<file path="config.mk">
export PLATFORM = sky130hd
export DESIGN_NAME = click_value_ctrl_flat
export DESIGN_NICKNAME = d
export VERILOG_FILES = /design/src/rtl/click_value_ctrl_if.sv /design/src/rtl/click_value_ctrl.sv /design/src/flat_wrapper.sv
export SDC_FILE = /design/constraint.sdc
export NUM_CORES = 1
export LEC_CHECK = 0
export ABC_CLOCK_PERIOD_IN_PS = 3100
export BUFFER_PORTS_ARGS = -buffer_cell sky130_fd_sc_hd__buf_2
export CAP_MARGIN = 20
export CELL_PAD_IN_SITES_DETAIL_PLACEMENT = 1
export CELL_PAD_IN_SITES_GLOBAL_PLACEMENT = 1
export CORE_ASPECT_RATIO = 1.4
export CORE_MARGIN = 8
export CORE_UTILIZATION = 45
export DETAILED_ROUTE_END_ITERATION = 7
export PLACE_DENSITY = 0.84
export SLEW_MARGIN = 20
export SYNTH_ARGS = -nofsm -noshare
export SYNTH_HDL_FRONTEND = slang
export SYNTH_SLANG_ARGS = --single-unit
</file>
<file path="constraint.sdc">
create_clock -name clk -period 3.1 [get_ports clk]
set_input_delay 0.465 -clock clk [delete_from_list [all_inputs] [get_ports clk]]
set_output_delay 0.465 -clock clk [all_outputs]
set_load 0.005 [all_outputs]
</file>
<file path="src/rtl/click_value_ctrl_if.sv">
// Button levels in, edited value and strobes out.
interface click_value_ctrl_if #(
    parameter int WIDTH = 8
);
    logic             btn_inc;
    logic             btn_dec;
    logic             btn_clr;
    logic [WIDTH-1:0] value;
    logic             step_pulse;
    logic             repeating;

    modport master (
        output btn_inc,
        output btn_dec,
        output btn_clr,
        input  value,
        input  step_pulse,
        input  repeating
    );

    modport slave (
        input  btn_inc,
        input  btn_dec,
        input  btn_clr,
        output value,
        output step_pulse,
        output repeating
    );
endinterface

</file>
<file path="src/rtl/click_value_ctrl.sv">
// Inc/dec/clr button controller with single-step and auto-repeat edits.
// One shared counter times both the hold delay and the repeat period.
module click_value_ctrl #(
    parameter int WIDTH         = 8,
    parameter int HOLD_DELAY    = 50000,
    parameter int REPEAT_PERIOD = 10000,
    parameter bit WRAP          = 1'b1
) (
    input logic               clk,
    input logic               rst_n,
    click_value_ctrl_if.slave bus
);

    localparam int MAX_CNT =
        (HOLD_DELAY > REPEAT_PERIOD) ? HOLD_DELAY : REPEAT_PERIOD;
    localparam int CW =
        (MAX_CNT > 1) ? $clog2(MAX_CNT) : 1;
    localparam logic [CW-1:0] HOLD_TC = CW'(HOLD_DELAY - 1);
    localparam logic [CW-1:0] REP_TC  = CW'(REPEAT_PERIOD - 1);
    localparam logic [CW-1:0] CNT_ONE = CW'(1);
    localparam logic [WIDTH-1:0] V_MAX = '1;
    localparam logic [WIDTH-1:0] V_ONE = WIDTH'(1);

    typedef enum logic [1:0] {
        IDLE,
        HOLD,
        REPEAT,
        LOCK
    } state_t;

    state_t           state, state_n;
    logic [CW-1:0]    cnt, cnt_n;
    logic             dir_up, dir_up_n;
    logic [WIDTH-1:0] value_q, value_n;
    logic             pulse_q, pulse_n;
    logic             rep_q;
    logic             prev_inc, prev_dec, prev_clr;

    logic          rise_inc, rise_dec, rise_clr;
    logic          held, opp;
    logic          do_step, step_up;
    logic [CW-1:0] term;

    assign rise_inc = bus.btn_inc & ~prev_inc;
    assign rise_dec = bus.btn_dec & ~prev_dec;
    assign rise_clr = bus.btn_clr & ~prev_clr;

    assign held = dir_up ? bus.btn_inc : bus.btn_dec;
    assign opp  = dir_up ? bus.btn_dec : bus.btn_inc;
    assign term = (state == HOLD) ? HOLD_TC : REP_TC;

    always_comb begin
        state_n  = state;
        cnt_n    = cnt;
        dir_up_n = dir_up;
        value_n  = value_q;
        pulse_n  = 1'b0;
        do_step  = 1'b0;
        step_up  = dir_up;

        unique case (state)
            IDLE: begin
                if (rise_clr) begin
                    value_n = '0;
                    pulse_n = (value_q != '0);
                    state_n = LOCK;
                end else if ((rise_inc | rise_dec) &&
                             bus.btn_inc && bus.btn_dec) begin
                    state_n = LOCK;
                end else if (rise_inc) begin
                    do_step  = 1'b1;
                    step_up  = 1'b1;
                    dir_up_n = 1'b1;
                    cnt_n    = '0;
                    state_n  = HOLD;
                end else if (rise_dec) begin
                    do_step  = 1'b1;
                    step_up  = 1'b0;
                    dir_up_n = 1'b0;
                    cnt_n    = '0;
                    state_n  = HOLD;
                end
            end
            HOLD, REPEAT: begin
                // release and conflict win over a step due this cycle
                if (!held) begin
                    cnt_n   = '0;
                    state_n = IDLE;
                end else if (opp || bus.btn_clr) begin
                    cnt_n   = '0;
                    state_n = LOCK;
                end else if (cnt == term) begin
                    do_step = 1'b1;
                    cnt_n   = '0;
                    state_n = REPEAT;
                end else begin
                    cnt_n = cnt + CNT_ONE;
                end
            end
            LOCK: begin
                if (!bus.btn_inc && !bus.btn_dec && !bus.btn_clr) begin
                    state_n = IDLE;
                end
            end
            default: state_n = IDLE;
        endcase

        if (do_step) begin
            if (step_up) begin
                if (value_q != V_MAX) begin
                    value_n = value_q + V_ONE;
                    pulse_n = 1'b1;
                end else if (WRAP) begin
                    value_n = '0;
                    pulse_n = 1'b1;
                end
            end else begin
                if (value_q != '0) begin
                    value_n = value_q - V_ONE;
                    pulse_n = 1'b1;
                end else if (WRAP) begin
                    value_n = V_MAX;
                    pulse_n = 1'b1;
                end
            end
        end
    end

    // prev levels reset high so a button held through reset is ignored
    always_ff @(posedge clk or negedge rst_n) begin
        if (!rst_n) begin
            state    <= IDLE;
            cnt      <= '0;
            dir_up   <= 1'b1;
            value_q  <= '0;
            pulse_q  <= 1'b0;
            rep_q    <= 1'b0;
            prev_inc <= 1'b1;
            prev_dec <= 1'b1;
            prev_clr <= 1'b1;
        end else begin
            state    <= state_n;
            cnt      <= cnt_n;
            dir_up   <= dir_up_n;
            value_q  <= value_n;
            pulse_q  <= pulse_n;
            rep_q    <= (state_n == REPEAT);
            prev_inc <= bus.btn_inc;
            prev_dec <= bus.btn_dec;
            prev_clr <= bus.btn_clr;
        end
    end

    assign bus.value      = value_q;
    assign bus.step_pulse = pulse_q;
    assign bus.repeating  = rep_q;

endmodule

</file>
<file path="src/flat_wrapper.sv">
// flat-port wrapper written by rule: the top's interface ports become plain ports
module click_value_ctrl_flat 
#(
    parameter int WIDTH         = 8,
    parameter int HOLD_DELAY    = 50000,
    parameter int REPEAT_PERIOD = 10000,
    parameter bit WRAP          = 1'b1
)
  (clk, rst_n, bus_btn_inc, bus_btn_dec, bus_btn_clr, bus_value, bus_step_pulse, bus_repeating);
  click_value_ctrl_if #(.WIDTH(WIDTH)) bus_i ();
  input logic clk;
  input logic rst_n;
  input wire logic [$bits(bus_i.btn_inc)-1:0] bus_btn_inc;
  input wire logic [$bits(bus_i.btn_dec)-1:0] bus_btn_dec;
  input wire logic [$bits(bus_i.btn_clr)-1:0] bus_btn_clr;
  output wire logic [$bits(bus_i.value)-1:0] bus_value;
  output wire logic [$bits(bus_i.step_pulse)-1:0] bus_step_pulse;
  output wire logic [$bits(bus_i.repeating)-1:0] bus_repeating;
  assign bus_i.btn_inc = bus_btn_inc;
  assign bus_i.btn_dec = bus_btn_dec;
  assign bus_i.btn_clr = bus_btn_clr;
  assign bus_value = bus_i.value;
  assign bus_step_pulse = bus_i.step_pulse;
  assign bus_repeating = bus_i.repeating;
  click_value_ctrl #(.WIDTH(WIDTH), .HOLD_DELAY(HOLD_DELAY), .REPEAT_PERIOD(REPEAT_PERIOD), .WRAP(WRAP)) u_core (.clk(clk), .rst_n(rst_n), .bus(bus_i));
endmodule
</file>
==> results of run 1 <==
-- metal layers --
layer | track usage (%) | up-vias | share of wire, %
li1 | - | 949 | -
met1 | 18.0 | 959 | 42
met2 | 28.9 | 18 | 54
met3 | 2.79 | 9 | 2.0
met4 | 5.72 | 0 | 1.6
met5 | 0 | - | 0
-- layout make-up --
class | instances | area [sq um]
tap | 62 | 77.6
clock inverter | 2 | 10.0
sequential | 32 | 806
inverter | 7 | 26.3
clock buffer | 6 | 82.6
multi-input combinational | 200 | 1250
timing repair buffer | 18 | 100
fill | 552 | 2190
-- power by group --
part	leakage, nW	total, mW	internal, mW	switching, mW
Combinational	0.505	0.875	0.351	0.524
Clock	0.0510	0.333	0.177	0.156
Sequential	0.425	0.627	0.496	0.131
Total	0.981	1.84	1.02	0.811
-- logic make-up after synthesis --
kind of cell    Yosys count  share of synthesized area [%]
buf+inv                  20                           3.81
xor+xnor                  4                           1.64
simple gates            109                           27.5
flops                    32                           37.8
fa+ha+maj                 7                           4.11
compound gates           75                           22.8
mux                       5                           2.40
-- registers in the layout (all words and copies together), names as in the netlist --
signal,cells
u_core.bus.value,8
u_core.prev_clr,1
u_core.prev_inc,1
u_core.state,2
u_core.bus.repeating,1
u_core.prev_dec,1
u_core.cnt,16
u_core.bus.step_pulse,1
u_core.dir_up,1
-- metrics by stage --
step,area [sq um],std cells
floorplan,2130,252
global placement,2260,319
detailed placement,2260,319
CTS,2350,327
global route,2350,327
finish,2350,327
-- worst min path at each step --
stage	from	to	slack (ns)	cells after the start
finish	rst_n	u_core.cnt[2]	0.23	1
global route	rst_n	u_core.cnt[3]	0.29	1
CTS	rst_n	u_core.cnt[3]	0.25	1
detailed placement	u_core.cnt[3]	u_core.cnt[3]	0.51	1
global placement	u_core.cnt[3]	u_core.cnt[3]	0.50	1
floorplan	rst_n	u_core.bus.repeating	0.17	0
-- worst max-delay path, stage by stage (launching register included) --
cell      delay [ns]
dfrtp_1         0.44
inv_1           0.16
ha_1            0.36
nand2_1         0.19
a211oi_4        0.45
inv_2           0.21
or4_1           0.53
a41o_1          0.22
-- placed cells by master, fill, tap and decap left out, types with 3 or more instances in the layout --
cell type  count
nand2_1       32
o21ai_0       31
dfrtp_1       28
buf_2         14
nor2_1        13
nand3_1       11
o31ai_1        8
a21oi_1        7
and3_1         7
ha_1           7
inv_1          6
nor2b_1        6
nand2b_1       6
nor3_1         6
clkbuf_8       6
nand4_1        5
mux2i_1        4
xnor2_1        4
and4_1         4
a31oi_1        4
buf_4          4
dfstp_2        4
o22ai_1        3
nor3b_1        3
a21boi_0       3
nand3b_1       3
o211ai_1       3
or4_1          3
==> metrics.csv, run 1 <==
metric,value,unit
ys.flop_type,dfrtp_1,
core_area,0.00454,sq mm
synthArstFlopShare,100,%
worst_ep_required_time,3.28,ns
dieHeight,97.5,um
vias,1935,
synth_nets,264,
grtUsageTotal,16.2,%
cp-endpoint,u_core.bus.value[5],
setup_violations,0,
synth_top_area_share,32.8,%
yosys_warnings,0,
max_freq,0.376,GHz
status,"finished, final reports clean",
ys_types,49,
critPathLaunchType,register,
drive_above_1_share,14.0,%
synth_top_cells_by_count,"nand2_1 (32), o21ai_0 (31), dfrtp_1 (28)",
clkLatencyLatePin,0.28,ns
root_buffer,clkbuf_8,
ys_seq_elements,32,
dieArea,0.00723,sq mm
peakVddDrop,419,uV
grt_pass1_wl,9470,um
synth_area_per_cell,8.47,sq um
clk_pin_slew,0.07,ns
yosysTopAreaCell,dfrtp_1,
first_pass_iters,4,
htreeDepth,2,
grt_pass1_vias,1997,
crit_fanout,16,
place_ws,0.492,ns
slew_headroom,51.8,%
worst_slack,0.439,ns
syn-cell-area,0.00213,sq mm
power,1.84,mW
rsz0062_at_grt,false,
crit_path_end_kind,register,
antenna_found_initial,0,
postCtsSetupBuffers,0,
r2r_slack,0.44,ns
final_util,51.8,%
critPathKind,reg -> reg,
arrival,2.84,ns
synth_cells,252,
drt-total-wl,5530,um
yosysMostFrequentCell,nand2_1,
period_minus_slack,2.66,ns
cts_buffer_depth,2,
place.gp.congestion,0.922,
rr_startpoint,u_core.state[1],
p_leak,0.981,nW
synth_edf_count,0,
area_delta_synth_final,10.1,%
cts_tree,done,
num_antenna_cells,0,
numClockSinks,32,
tightest_slew,0.723,ns
grt_start_max_net_pins,33,
drv_cap,0,
power.density,782,mW/mm^2
hpwl,4120,um
r2r_cells,7,
cts_made_buffers,5,
overflow,0,
timing.final.crit_share,85.8,%
cts_hold_buffers,0,
drv_slew,0,
synthTopCellsByArea,"dfrtp_1 (33%), o21ai_0 (7.3%), nand2_1 (5.6%), dfstp_2 (4.9%), ha_1 (4.1%)",
io_pins,15,
finClkSkew,0.0100,ns
cts_resized,0,
wl_per_cell,16.9,um
die_w,74.2,um
drtAntennaViolNets,0,
drt_drc_violations_left,0,
hold_viol_final,0,
core.rowCount,29,
hold_class,in -> async,
whs,0.229,ns
nets,276,
start_util,47.0,%
rr_endpoint,u_core.bus.value[5],
finalSetupTns,0,ns
yosysSeqAreaShare,37.8,%
io_buffers,14,
drt_iter0_markers,150,
avgViaCountPerCell,5.92,
critPathLaunch,u_core.state[1],
No activity file was read; power rests on OpenSTA's default activity.
==> run 2, diff against run 1 <==
MAX_ROUTING_LAYER = met4   (was default)
==> metrics.csv, run 2 (same netlist as run 1, synthesis figures left out) <==
metric,value,unit
status,"finished, final reports clean",
crit_fanout,16,
clkLatencyLatePin,0.28,ns
drv_slew,0,
top_register,u_core.cnt,
rr_endpoint,u_core.bus.value[5],
hpwl,4120,um
core_area,0.00454,sq mm
layout_common_cells,"nand2_1 (32), o21ai_0 (31), dfrtp_1 (28), buf_2 (14), nor2_1 (13)",
clk_pin_slew,0.07,ns
wl_met2,2970,um
power,1.84,mW
drive_above_1_share,14.0,%
fin_cells,327,
worst_ep_required_time,3.28,ns
drt_iter0_markers,158,
peakVddDrop,418,uV
drt_drc_violations_left,0,
io_buffers,14,
grt_start_max_net_pins,33,
largest_register_ffs,16,
grt_pass1_wl,9470,um
finClkSkew,0.00968,ns
tightest_slew,0.718,ns
numClockSinks,32,
drt-total-wl,5520,um
wirelength_met1,2330,um
slew_headroom,52.1,%
drtAntennaViolNets,0,
start_util,47.0,%
avgViaCountPerCell,5.94,
r2r_slack,0.44,ns
hold_class,in -> async,
critPathKind,reg -> reg,
cts_tree,done,
place.gp.congestion,0.938,
dieHeight,97.5,um
critPathLaunchType,register,
max_freq,0.376,GHz
timing.final.crit_share,85.9,%
vias,1941,
root_buffer,clkbuf_8,
p_leak,0.981,nW
crit_path_end_kind,register,
r2r_cells,7,
power.density,781,mW/mm^2
postCtsSetupBuffers,0,
wl_per_cell,16.9,um
routed-wl-met3,126,um
arrival,2.84,ns
rr_startpoint,u_core.state[1],
drv_cap,0,
final_util,51.8,%
cts_hold_buffers,0,
num_antenna_cells,0,
dieArea,0.00723,sq mm
finalSetupTns,0,ns
htreeDepth,2,
first_pass_iters,4,
rsz0062_at_grt,false,
post-place-cells,319,
whs,0.226,ns
hold_viol_final,0,
nets,276,
grt_pass1_vias,2006,
grtUsageTotal,16.6,%
cts_buffer_depth,2,
cts_made_buffers,5,
cts_resized,0,
antenna_found_initial,0,
core.rowCount,29,
die_w,74.2,um
top_layer,met4,
area_delta_synth_final,10.1,%
layout_commonest_cell,nand2_1,
period_minus_slack,2.66,ns
io_pins,15,
overflow,0,
setup_violations,0,
-- run 2: cell counts in the layout (fill, tap and decap cells not counted) --
Identical to the previous run, type by type.
-- run 2: final cells by class --
cell class	instances	area, sq um
clock buffers	6	82.6
clock inverters	2	10.0
fillers	552	2190
inverters	7	26.3
multi-input cells	200	1250
flip-flops and latches	32	806
well taps	62	77.6
repair buffers	18	100
-- run 2: worst max-delay path by stage --
stage	to	startpoint	depth (start not counted)
after detailed placement	u_core.bus.value[4]	u_core.state[1]	8
final	u_core.bus.value[5]	u_core.state[1]	7
after global routing	u_core.bus.value[5]	u_core.state[1]	7
after floorplan	u_core.bus.value[5]	u_core.state[1]	8
after CTS	u_core.bus.value[5]	u_core.state[1]	7
after global placement	u_core.bus.value[5]	u_core.state[1]	7
-- run 2: power breakdown --
| group | switching (mW) | internal, mW |
|---|---|---|
| Sequential | 0.131 | 0.496 |
| Combinational | 0.523 | 0.351 |
| Clock | 0.156 | 0.177 |
| Total | 0.811 | 1.02 |
-- run 2: metrics by stage --
step | setup slack, ns | instance area, sq um
floorplan | 0.875 | 2130
global placement | 0.588 | 2260
detailed placement | 0.492 | 2260
CTS | 0.440 | 2350
global route | 0.241 | 2350
finish | 0.437 | 2350
-- run 2: worst max-delay path, stage by stage, from the launching register on --
cell,delay (ns)
dfrtp_1,0.44
inv_1,0.16
ha_1,0.36
nand2_1,0.19
a211oi_4,0.45
inv_2,0.21
or4_1,0.53
a41o_1,0.22
-- run 2: per-layer routing --
| metal | vias to the layer above | GRT usage, % |
|---|---|---|
| met5 | - | - |
| met4 | 0 | 5.72 |
| met2 | 29 | 28.8 |
| met3 | 9 | 3.00 |
| li1 | 950 | - |
| met1 | 953 | 18.1 |
==> run 3, diff against run 2 <==
--- a/config.mk
+++ b/config.mk
@@ -7,3 +7,4 @@
 export LEC_CHECK = 0
-export ABC_CLOCK_PERIOD_IN_PS = 3100
+export ABC_AREA = 0
+export ABC_CLOCK_PERIOD_IN_PS = 3300
 export BUFFER_PORTS_ARGS = -buffer_cell sky130_fd_sc_hd__buf_2
==> constraint.sdc (replaced) <==
create_clock -name clk -period 3.3 [get_ports clk]
set_input_delay 0.495 -clock clk [delete_from_list [all_inputs] [get_ports clk]]
set_output_delay 0.495 -clock clk [all_outputs]
set_load 0.02 [all_outputs]
==> metrics.csv, run 3 (same netlist as run 1, synthesis figures left out) <==
metric,value,unit
slew_headroom,50.6,%
cts_made_buffers,5,
finalSetupTns,0,ns
combPwrFrac,48.9,%
cts_resized,0,
io_buffers,14,
core.rowCount,29,
cp-endpoint,u_core.bus.value[5],
numClockSinks,32,
r2r_slack,0.58,ns
r2r_cells,7,
first_pass_iters,4,
finClkSkew,0.00970,ns
overflow,0,
num_antenna_cells,0,
status,"finished, final reports clean",
fin_cells,326,
hpwl,4330,um
hold_class,in -> async,
p_leak,0.977,nW
rsz0062_at_grt,false,
power.density,770,mW/mm^2
drt_drc_violations_left,0,
drtAntennaViolNets,0,
drv_slew,0,
post-place-cells,318,
critPathLaunch,u_core.state[1],
worst_ep_required_time,3.48,ns
layout_commonest_cell,nand2_1,
pwr-share-clk,18.8,%
p_sw_share,46.1,%
n_fill_cell,554,
peakVddDrop,420,uV
critPathLaunchType,register,
timing.final.crit_share,82.5,%
core_area,0.00454,sq mm
layout_common_cells,"nand2_1 (32), o21ai_0 (31), dfrtp_1 (28), buf_2 (14), nor2_1 (13)",
area_delta_synth_final,10.1,%
drive_above_1_share,13.3,%
period_minus_slack,2.72,ns
dieArea,0.00723,sq mm
wl_per_cell,18.2,um
max_freq,0.367,GHz
rr_startpoint,u_core.state[1],
vias,1984,
nets,275,
hold_viol_final,0,
largest_register_ffs,16,
drt_iter0_markers,118,
postCtsSetupBuffers,0,
dieHeight,97.5,um
start_util,47.0,%
antenna_found_initial,0,
tightest_slew,0.740,ns
p_sw,0.834,mW
grt_pass1_wl,10200,um
cts_tree,done,
internal_power,0.975,mW
setup_violations,0,
io_pins,15,
crit_path_end_kind,register,
grt_pass1_vias,2113,
place.gp.congestion,0.940,
crit_fanout,16,
clkLatencyLatePin,0.29,ns
whs,0.254,ns
grt_start_max_net_pins,33,
cts_hold_buffers,0,
drv_cap,0,
die_w,74.2,um
grtUsageTotal,18.5,%
clk_pin_slew,0.07,ns
seq_power_share,32.3,%
arrival,2.90,ns
root_buffer,clkbuf_8,
top_register,u_core.cnt,
critPathKind,reg -> reg,
cts_buffer_depth,2,
htreeDepth,2,
drt-total-wl,5930,um
rr_endpoint,u_core.bus.value[5],
avgViaCountPerCell,6.09,
==> run 3: critical path: stages (launching register included) <==
cell	delay [ns]
dfrtp_1	0.42
inv_1	0.13
ha_1	0.38
nand2_1	0.21
a211oi_4	0.47
inv_2	0.22
or4_1	0.54
a41o_1	0.23
==> run 3: power groups by stage <==
| stage | Sequential [mW] | Clock, mW | Combinational [mW] |
|---|---|---|---|
| after global placement | 0.590 | 0 | 0.845 |
| final | 0.585 | 0.339 | 0.885 |
| after detailed placement | 0.592 | 0 | 0.882 |
| after floorplan | 0.586 | 0 | 0.600 |
| after CTS | 0.586 | 0.347 | 0.889 |
| after global routing | 0.603 | 0.361 | 0.975 |
==> run 3: how the worst min path moves through the flow <==
stage                        startpoint                    to  cells past startpoint
final                             rst_n        u_core.cnt[12]                      1
after global routing              rst_n        u_core.cnt[12]                      1
after detailed placement  u_core.cnt[3]         u_core.cnt[3]                      1
after CTS                         rst_n        u_core.cnt[12]                      1
after floorplan                   rst_n  u_core.bus.repeating                      0
after global placement    u_core.cnt[3]         u_core.cnt[3]                      1
==> run 3: final cells by class <==
cell class	count	area (sq um)	area share, %
inverter	7	26.3	1.12
sequential	32	806	34.3
multi-input combinational	200	1250	53.1
tap	62	77.6	3.30
clock buffer	8	100	4.26
timing repair buffer	17	92.6	3.94
==> run 3: layer usage <==
metal | share of wire, % | up-vias | track usage [%]
met2 | 56 | 31 | 32.1
met1 | 39 | 993 | 18.7
met3 | 2.7 | 12 | 3.51
met5 | 0 | - | -
met4 | 2.7 | 0 | 9.27
li1 | - | 948 | -
==> run 3: through the flow <==
stage | power [mW] | utilization, % | worst slack, ns | instance area [sq um]
2_1_floorplan | 1.19 | - | 1.07 | 2130
3_3_place_gp | 1.43 | 49.6 | 0.779 | 2250
3_5_place_dp | 1.47 | 49.6 | 0.640 | 2250
4_1_cts | 1.82 | 51.8 | 0.634 | 2350
5_1_grt | 1.94 | 51.8 | 0.374 | 2350
6_report | 1.81 | 51.8 | 0.578 | 2350
